<file path="src/rtl/fabric_config_loader.sv">
// fabric_config_loader: serial bitstream loader for the logic-tile / switch-box fabric.
// Words arrive LSB first over a valid/ready handshake. One registered write strobe is
// issued per completed tile or switch word. A trailing 8-bit ones-count checksum
// decides whether the fabric is enabled.
module fabric_config_loader #(
   parameter int NUM_TILES  = 8,
   parameter int NUM_SWITCH = 4,
   parameter int TILE_BITS  = 33,
   parameter int SW_BITS    = 16,
   parameter int ADDR_W     = 4
) (
   input  logic                 clock,
   input  logic                 reset,
   input  logic                 start,
   input  logic                 cfg_bit,
   input  logic                 cfg_valid,
   output logic                 cfg_ready,
   output logic                 wr_en,
   output logic                 wr_is_switch,
   output logic [ADDR_W-1:0]    wr_addr,
   output logic [TILE_BITS-1:0] wr_data,
   output logic                 busy,
   output logic                 done,
   output logic                 error,
   output logic                 fabric_en
);

   // Bit counter and shift register must also cover the 8-bit checksum word.
   localparam int CNT_MAX = (TILE_BITS > 8) ? TILE_BITS : 8;
   localparam int CNT_W   = $clog2(CNT_MAX);

   typedef enum logic [2:0] {S_IDLE, S_TILE, S_SWITCH, S_CHECK, S_DONE, S_ERR} state_t;

   state_t               state, state_next;
   logic [CNT_W-1:0]     bit_cnt;
   logic [ADDR_W-1:0]    word_cnt;
   logic [CNT_MAX-1:0]   shift;
   logic [CNT_MAX-1:0]   word_next;
   logic [7:0]           ones_count;
   logic                 accept, start_ok, word_end, group_end;

   assign accept   = cfg_valid & cfg_ready;
   assign start_ok = start & ((state == S_IDLE) | (state == S_DONE) | (state == S_ERR));

   // Word assembled so far with the incoming bit dropped into its slot.
   always_comb begin
      // NOTE: every comb-assigned signal gets a default first so no latch is inferred.
      word_next          = shift;
      word_next[bit_cnt] = cfg_bit;
   end

   // Last-bit-of-word and last-word-of-group flags for the current phase.
   always_comb begin
      word_end  = 1'b0;
      group_end = 1'b0;
      case (state)
         S_TILE: begin
            word_end  = (bit_cnt == CNT_W'(TILE_BITS - 1));
            group_end = (word_cnt == ADDR_W'(NUM_TILES - 1));
         end
         S_SWITCH: begin
            word_end  = (bit_cnt == CNT_W'(SW_BITS - 1));
            group_end = (word_cnt == ADDR_W'(NUM_SWITCH - 1));
         end
         S_CHECK: begin
            word_end  = (bit_cnt == CNT_W'(7));
            group_end = 1'b1;
         end
         default: ;
      endcase
   end

   // State register.
   always_ff @(posedge clock) begin
      // NOTE: sequential state is updated with non-blocking assignments only.
      if (reset) state <= S_IDLE;
      else       state <= state_next;
   end

   // Next-state logic.
   always_comb begin
      state_next = state;
      case (state)
         S_IDLE, S_DONE, S_ERR:
            if (start) state_next = S_TILE;
         S_TILE:
            if (accept && word_end && group_end)
               state_next = (NUM_SWITCH == 0) ? S_CHECK : S_SWITCH;
         S_SWITCH:
            if (accept && word_end && group_end) state_next = S_CHECK;
         S_CHECK:
            if (accept && word_end)
               state_next = (word_next[7:0] == ones_count) ? S_DONE : S_ERR;
         default:
            state_next = S_IDLE;
      endcase
   end

   // State-decoded outputs.
   always_comb begin
      cfg_ready = (state == S_TILE) | (state == S_SWITCH) | (state == S_CHECK);
      busy      = cfg_ready;
      done      = (state == S_DONE);
      error     = (state == S_ERR);
      fabric_en = (state == S_DONE);
   end

   // Datapath: bit assembly, word/bit counters, ones count and registered write port.
   always_ff @(posedge clock) begin
      // NOTE: the whole datapath is reset so a mid-load reset leaves no stale word or write.
      if (reset) begin
         bit_cnt      <= '0;
         word_cnt     <= '0;
         shift        <= '0;
         ones_count   <= '0;
         wr_en        <= 1'b0;
         wr_is_switch <= 1'b0;
         wr_addr      <= '0;
         wr_data      <= '0;
      end else begin
         wr_en <= 1'b0;
         if (start_ok) begin
            bit_cnt    <= '0;
            word_cnt   <= '0;
            shift      <= '0;
            ones_count <= '0;
         end else if (accept) begin
            if (state != S_CHECK && cfg_bit) ones_count <= ones_count + 8'd1;
            if (word_end) begin
               bit_cnt  <= '0;
               shift    <= '0;
               word_cnt <= group_end ? '0 : word_cnt + ADDR_W'(1);
               if (state != S_CHECK) begin
                  wr_en        <= 1'b1;
                  wr_addr      <= word_cnt;
                  wr_is_switch <= (state == S_SWITCH);
                  wr_data      <= (state == S_SWITCH) ? TILE_BITS'(word_next[SW_BITS-1:0])
                                                      : word_next[TILE_BITS-1:0];
               end
            end else begin
               bit_cnt <= bit_cnt + CNT_W'(1);
               shift   <= word_next;
            end
         end
      end
   end

endmodule

</file>
<file path="config.mk">
export PLATFORM = sky130hd
export DESIGN_NAME = fabric_config_loader
export DESIGN_NICKNAME = d
export VERILOG_FILES = /design/src/rtl/fabric_config_loader.sv
export SDC_FILE = /design/constraint.sdc
export NUM_CORES = 1
export LEC_CHECK = 0
export CAP_MARGIN = 20
export CORE_MARGIN = 2
export CORE_UTILIZATION = 59
export CTS_BUF_LIST = sky130_fd_sc_hd__clkbuf_4 sky130_fd_sc_hd__clkbuf_8
export CTS_CLUSTER_DIAMETER = 60
export CTS_CLUSTER_SIZE = 12
export DETAILED_ROUTE_END_ITERATION = 10
export PLACE_DENSITY = 0.82
export SYNTH_ARGS = -nofsm -noshare
export SYNTH_HDL_FRONTEND = slang
export SYNTH_SLANG_ARGS = --single-unit
</file>
<file path="constraint.sdc">
create_clock -name clock -period 2.7 [get_ports clock]
set_clock_uncertainty 0.2 [all_clocks]
set_input_delay 0.27 -clock clock [delete_from_list [all_inputs] [get_ports clock]]
set_output_delay 0.27 -clock clock [all_outputs]
set_load 0.05 [all_outputs]
</file>
# Word level (Yosys, flattened, before mapping)
# Cells that the tools add are included.
# totals
n_memories	0
ff_bits	93
ramBits	0
mem_bits_ro	0
elab_cells	67
in_bits	5
latch_bits	0
# classes
n_mul	0
eq_ne	16
bitwise_logic	9
n_lt_le_gt_ge	2
n_mux	16
n_shift	0
addsub	3
reduce_logical	12
div	0
# op_table
cell	count
33-bit two-way mux	2
33-bit bitwise mux	1
3-bit two-way mux	4
3-bit case mux with 4 select lines	1
8-bit by 1-bit adder with 8-bit output, second input constant	1
8-bit equality test	1
2-bit inequality test, second input constant	4
4-bit AND reduction	2
6-bit by 7-bit < comparator with 1-bit output, second input constant	1
6-bit by 1-bit adder with 6-bit output, second input constant	1
1-bit demux with 6-bit select	1
3-bit by 2-bit equality test with 1-bit output, second input constant	2
3-bit equality test, second input constant	2
6-bit by 3-bit equality test with 1-bit output, second input constant	1
6-bit by 4-bit equality test with 1-bit output, second input constant	1
6-bit equality test, second input constant	1
6-bit by 1-bit greater-or-equal comparator with 1-bit output, second input constant	1
6-bit two-way mux	1
1-bit case mux with 3 select lines	2
4-bit by 1-bit adder with 4-bit output, second input constant	1
4-bit by 2-bit equality test with 1-bit output, second input constant	1
4-bit by 3-bit equality test with 1-bit output, second input constant	1
1-bit logical AND	4
4-bit two-way mux	1
11 further kinds	20

# Longest topological paths before layout
# logic_depth
ltp_word	9
ltp_mapped	9
depth_no_buf	7

# Worst setup path before layout
# OpenSTA, ideal clock, no wires.
# synth_path
kind	register to register
from	register bit_cnt[1]
to	register state[0]
synth_period_minus_slack_ns	2.283
setup_slack_ns	0.417
setup_time_ns	0.131
stages_incl_launch_ff	8
required_ns	2.369
arrival_time_ns	1.952
n_path_buf	1
path_cell_list	dfxtp_1 > buf_2 > nor4b_1 > nand2_1 > mux2i_1 > a221o_1 > nor4_1 > o22ai_1
# synth_via
elab_chain_len	9
# synth_lines
item	line	rtl
start, declared	35	logic [CNT_W-1:0] bit_cnt;
start signal, assigned	141	bit_cnt <= bit_cnt + CNT_W'(1);
6-bit by 7-bit < comparator with 1-bit output (implied by the code) or 6-bit by 1-bit greater-or-equal comparator with 1-bit output (tied branches)	49	word_next[bit_cnt] = cfg_bit;
1-bit logical AND (implied by the code)	49	
1-bit two-way mux (implied by the code)	49	
1-bit demux with 6-bit select	49	
33-bit bitwise mux	49	
8-bit equality test	93	state_next = (word_next[7:0] == ones_count) ? S_DONE : S_ERR;
1-bit two-way mux	93	
3-bit two-way mux	92	if (accept && word_end)
3-bit case mux with 4 select lines	83	case (state)
end signal, assigned	77	else state <= state_next;
end, declared	34	state_t state, state_next;
# Several ways; a longest one is shown, not always the timed one. The select of a mux whose other input is x is not followed.
# A chain may end at the register's enable or synchronous reset.

# Final worst setup path
# layout_path
from	register state[1]
to	output port done
# layout_via
elab_chain_len	1
# layout_lines
item	line	rtl
3-bit equality test	103	done = (state == S_DONE);
end, declared	23	output logic done,
# No other way between the ends.

==> Flow_metrics.wiki <==
{| class="wikitable"
! Metric !! Value
|-
| Mean number of vias per cell || between 5 and 6
|-
| Gate family responsible for the most delay along the worst path || buffers and inverters
|-
| Post-layout instance count excluding filler cells || 746
|-
| Count of pins on the block boundary || between 40 and 50
|-
| Setup-violating endpoint count in the final report || 0
|-
| Count of buffers from port buffering || 48
|-
| Combinational group share of total power || 6.2%
|-
| # Max-Cap Violations || 0
|-
| Leakage power summed over all cells || 2.024 nW
|-
| Area share of the largest cell type after synthesis || between 30% and 40%
|-
| Clock edge transition at the registers on the reported setup and hold paths || ~0.09 ns
|-
| Final-layout fill cell count || ~640
|-
| Share of total power consumed by net switching || between 20 and 30%
|-
| Antenna cells || 0
|-
| Number of cells produced by synthesis || just under 600
|-
| Final Slew Violations || 0
|-
| Synth Net Count || between 600 and 700
|-
| Total negative slack for setup checks || 0 ns
|-
| Layout Nets || 647
|-
| Distinct cells, synth || 59
|-
| Count of TritonRoute iterations in the first routing pass || 5
|-
| Biggest cell delay along the critical path || ~0.8 ns
|-
| Per-instance average area after synthesis || 7.973 sq um
|-
| Final antenna-violating net count || 0
|-
| Total Wirelength || approximately 12 mm
|-
| Setup repair after global routing missed its margin || false
|-
| Final worst path period need || roughly 2.5 ns
|-
| CTS Hold Buffers Added || 0
|-
| Maximum net fanout on the critical path || 11
|-
| Cell taking the most area after synthesis || dfxtp_1
|-
| Worst-margin pin slew || roughly 0.9 ns
|-
| Worst IR drop on VDD || 0.3136 mV
|-
| Slowest stage cell on the critical path || clkdlybuf4s50_1
|-
| Synth Cell Area || 4736 sq um
|-
| Share of post-route cells with drive strength above 1 || 10.56%
|-
| Wire length of the first global-routing pass || a little over 20 mm
|-
| DRC violations left || 0
|-
| H-tree lvl count || 3
|-
| Kind of start point of the critical path || register
|-
| Starting density of the core || 60.97%
|-
| Achievable Freq || between 300 and 400 MHz
|-
| # placed instances || 730
|-
| CTS tree || yes
|-
| Number of endpoints with negative hold slack in the final report || 0
|-
| Total congestion overflow after global routing || 0
|-
| Std-Cell Core Area || around 7800 sq um
|-
| CTS Sinks || between 90 and 100
|-
| Total routing resource utilization after global routing || ~29%
|-
| Net Sw Power || between 0.0006 and 0.0007 W
|-
| Clock root buffer || clkbuf_8
|-
| Area enclosed by the die boundary || a little under 9000 sq um
|-
| Top-count cell post-synth || nand2_1
|-
| List of cells traversed by the critical path || buf_4 -> nand2b_1 -> nor2_1 -> clkdlybuf4s50_1
|-
| Status || finished, final reports clean
|-
| Largest net degree at the start of global routing || roughly 50
|-
| Vias in the first global route || 4171
|-
| Placer Congestion || 0.9129
|-
| Post-route clock period utilization || ~94%
|-
| Violation count after the first detailed-routing iteration || around 230
|-
| Number of buffers between clock root and the deepest sink || 2
|-
| HPWL after DPL || ~8.4 mm
|-
| Num CTS Buffers || 9
|-
| Top_reg_cell synth || dfxtp_1
|-
| PwrDens || ~430 nW/um^2
|-
| Number of vias in the routed layout || ~4400
|-
| Headroom to the max-slew limit || between 30% and 40%
|-
| Internal portion of total power || 0.001780 W
|-
| Data required time of the critical path || around 2.2 ns
|-
| Clock latency on the worst-skew pair || 0.38 ns
|-
| Path type of the worst setup path || register to primary output
|-
| Number of rows created at floorplan || 32
|-
| Yosys warnings || 0
|-
| Final routed wire length divided by cell count || between 15 and 20 um
|-
| Nature of the critical path endpoint || primary output
|-
| Count of flip-flops with a built-in enable after synthesis || 0
|-
| Biggest area contributors in the synthesized netlist || dfxtp_1 39%, mux2i_1 8.0%, nand2_1 7.5%
|-
| Sequential group share of total power || 56.6%
|-
| Share of synthesized flip-flops with an asynchronous set or reset || 0%
|-
| Seq/Total Area, Yosys || between 30 and 40%
|-
| Signed area change from the synthesized netlist to the final layout || 18.68%
|-
| Data arrival time of the critical path || a little over 2 ns
|-
| Number of antenna violations at the first check in global routing || 0
|-
| Number of synthesized register bits || between 90 and 100
|-
| X dimension of the die || 93.59 um
|-
| Post-synth top cells || 94 x nand2_1, 93 x dfxtp_1, 90 x nor2_1
|-
| Hold Crit Class || input pin to register
|-
| Vertical die dimension || around 94 um
|-
| Number of buffers and inverters on the critical path || 2
|-
| Clock share of power || approximately 37%
|}
==> layer usage <==
| layer | GRT usage (%) | share of wire (%) |
|---|---|---|
| met2 | 47.42 | 47 |
| met5 | 0 | 0 |
| met3 | 5.157 | 5.0 |
| met1 | 38.93 | 46 |
| met4 | 7.971 | 1.5 |
==> cell families after synthesis <==
| group | share of synthesized area (%) |
|---|---|
| xor gates and xnor gates | 2.034 |
| adders and majority gates | 0.7927 |
| muxes | 8.269 |
| buffers and inverters | 5.072 |
| AOI/OAI and AO/OA | 16.25 |
| DFF | 39.31 |
| and+or+nand+nor | 28.27 |
==> what timing repair did <==
| item | CTS | global route |
|---|---|---|
| setup buffers | 0 | 0 |
| gates resized for setup | 0 | 3 |
| setup endpoints to repair | 0 | 1 |
| endpoints found under the hold margin | 0 | 0 |
==> worst min-delay path, cell delays in order <==
cell     delay [ns]
buf_2          0.11
buf_4          0.19
nand3_1        0.08
a21oi_1        0.05
==> power by group through the flow <==
stage | combinational, W | clock (W) | sequential [W]
after floorplan | 0.0000973 | 0 | 0.00141
final | 0.000151 | 0.000908 | 0.00138
after CTS | 0.000147 | 0.000912 | 0.00138
after global placement | 0.000144 | 0 | 0.00141
after detailed placement | 0.000146 | 0 | 0.00141
after global routing | 0.000160 | 0.000964 | 0.00138
==> registers in the layout (all words and copies together) (netlist names) <==
signal / count
shift: 33
wr_data: 33
ones_count: 8
bit_cnt: 6
word_cnt: 4
wr_addr: 4
state: 3
wr_en: 1
wr_is_switch: 1
==> metrics by stage <==
| step | cell area [sq um] | utilization (%) | hold WS (ns) | setup slack (ns) | total power (W) |
|---|---|---|---|---|---|
| global placement | 5413 | 69.68 | 0.2390 | 0.1270 | 0.001554 |
| global route | 5620 | 72.36 | 0.2145 | 0.05815 | 0.002504 |
| detailed placement | 5413 | 69.68 | 0.2467 | 0.1135 | 0.001557 |
| finish | 5620 | 72.36 | 0.1905 | 0.1600 | 0.002437 |
| CTS | 5600 | 72.10 | 0.1954 | 0.09536 | 0.002438 |
| floorplan | 4736 | - | 0.2325 | 0.4173 | 0.001506 |
==> path summary, 6_finish.rpt <==
kind         slack (ns)                        to                    start  cells past startpoint
max reg2reg        0.20  wr_data[32]$_SDFFE_PP0P_  bit_cnt[3]$_SDFFE_PP0N_                      8
min reg2reg        0.26    shift[15]$_SDFFE_PP0N_   shift[15]$_SDFFE_PP0N_                      2
max                0.16                      done    state[1]$_SDFFE_PP0P_                      4
min                0.19     shift[2]$_SDFFE_PP0N_                  cfg_bit                      4
==> area by class of cell <==
cell class,instances,area (sq um),area share (%)
tap,102,127.6,2.271
multi-input combinational,445,2654,47.22
timing repair buffer,83,763.2,13.58
inverter,7,26.28,0.4675
clock buffer,9,123.9,2.204
clock inverter,7,63.81,1.135
sequential,93,1862,33.13
==> cells in the final DEF, fill, tap and decap left out, drive strengths merged, types with 3 or more instances in the layout <==
cell and n:
clkbuf 9, nor2 90, nand3b 5, clkinv 3, a21oi 39, xor2 4, and3 3, dfxtp 93
xnor2 7, mux2i 38, buf 36, nand2b 12, a2bb2oi 17, inv 10, nor3b 4, nand2 94
a311oi 12, a211oi 9, nor4b 3, nand4 5, and2 5, or2 3, or3 4, o21ai 11
nor3 8, nor4 4, nor2b 5, and3b 3, a31oi 5, clkdlybuf4s50 47, nand3 31, ha 3
(Power assumes the default switching activity.)
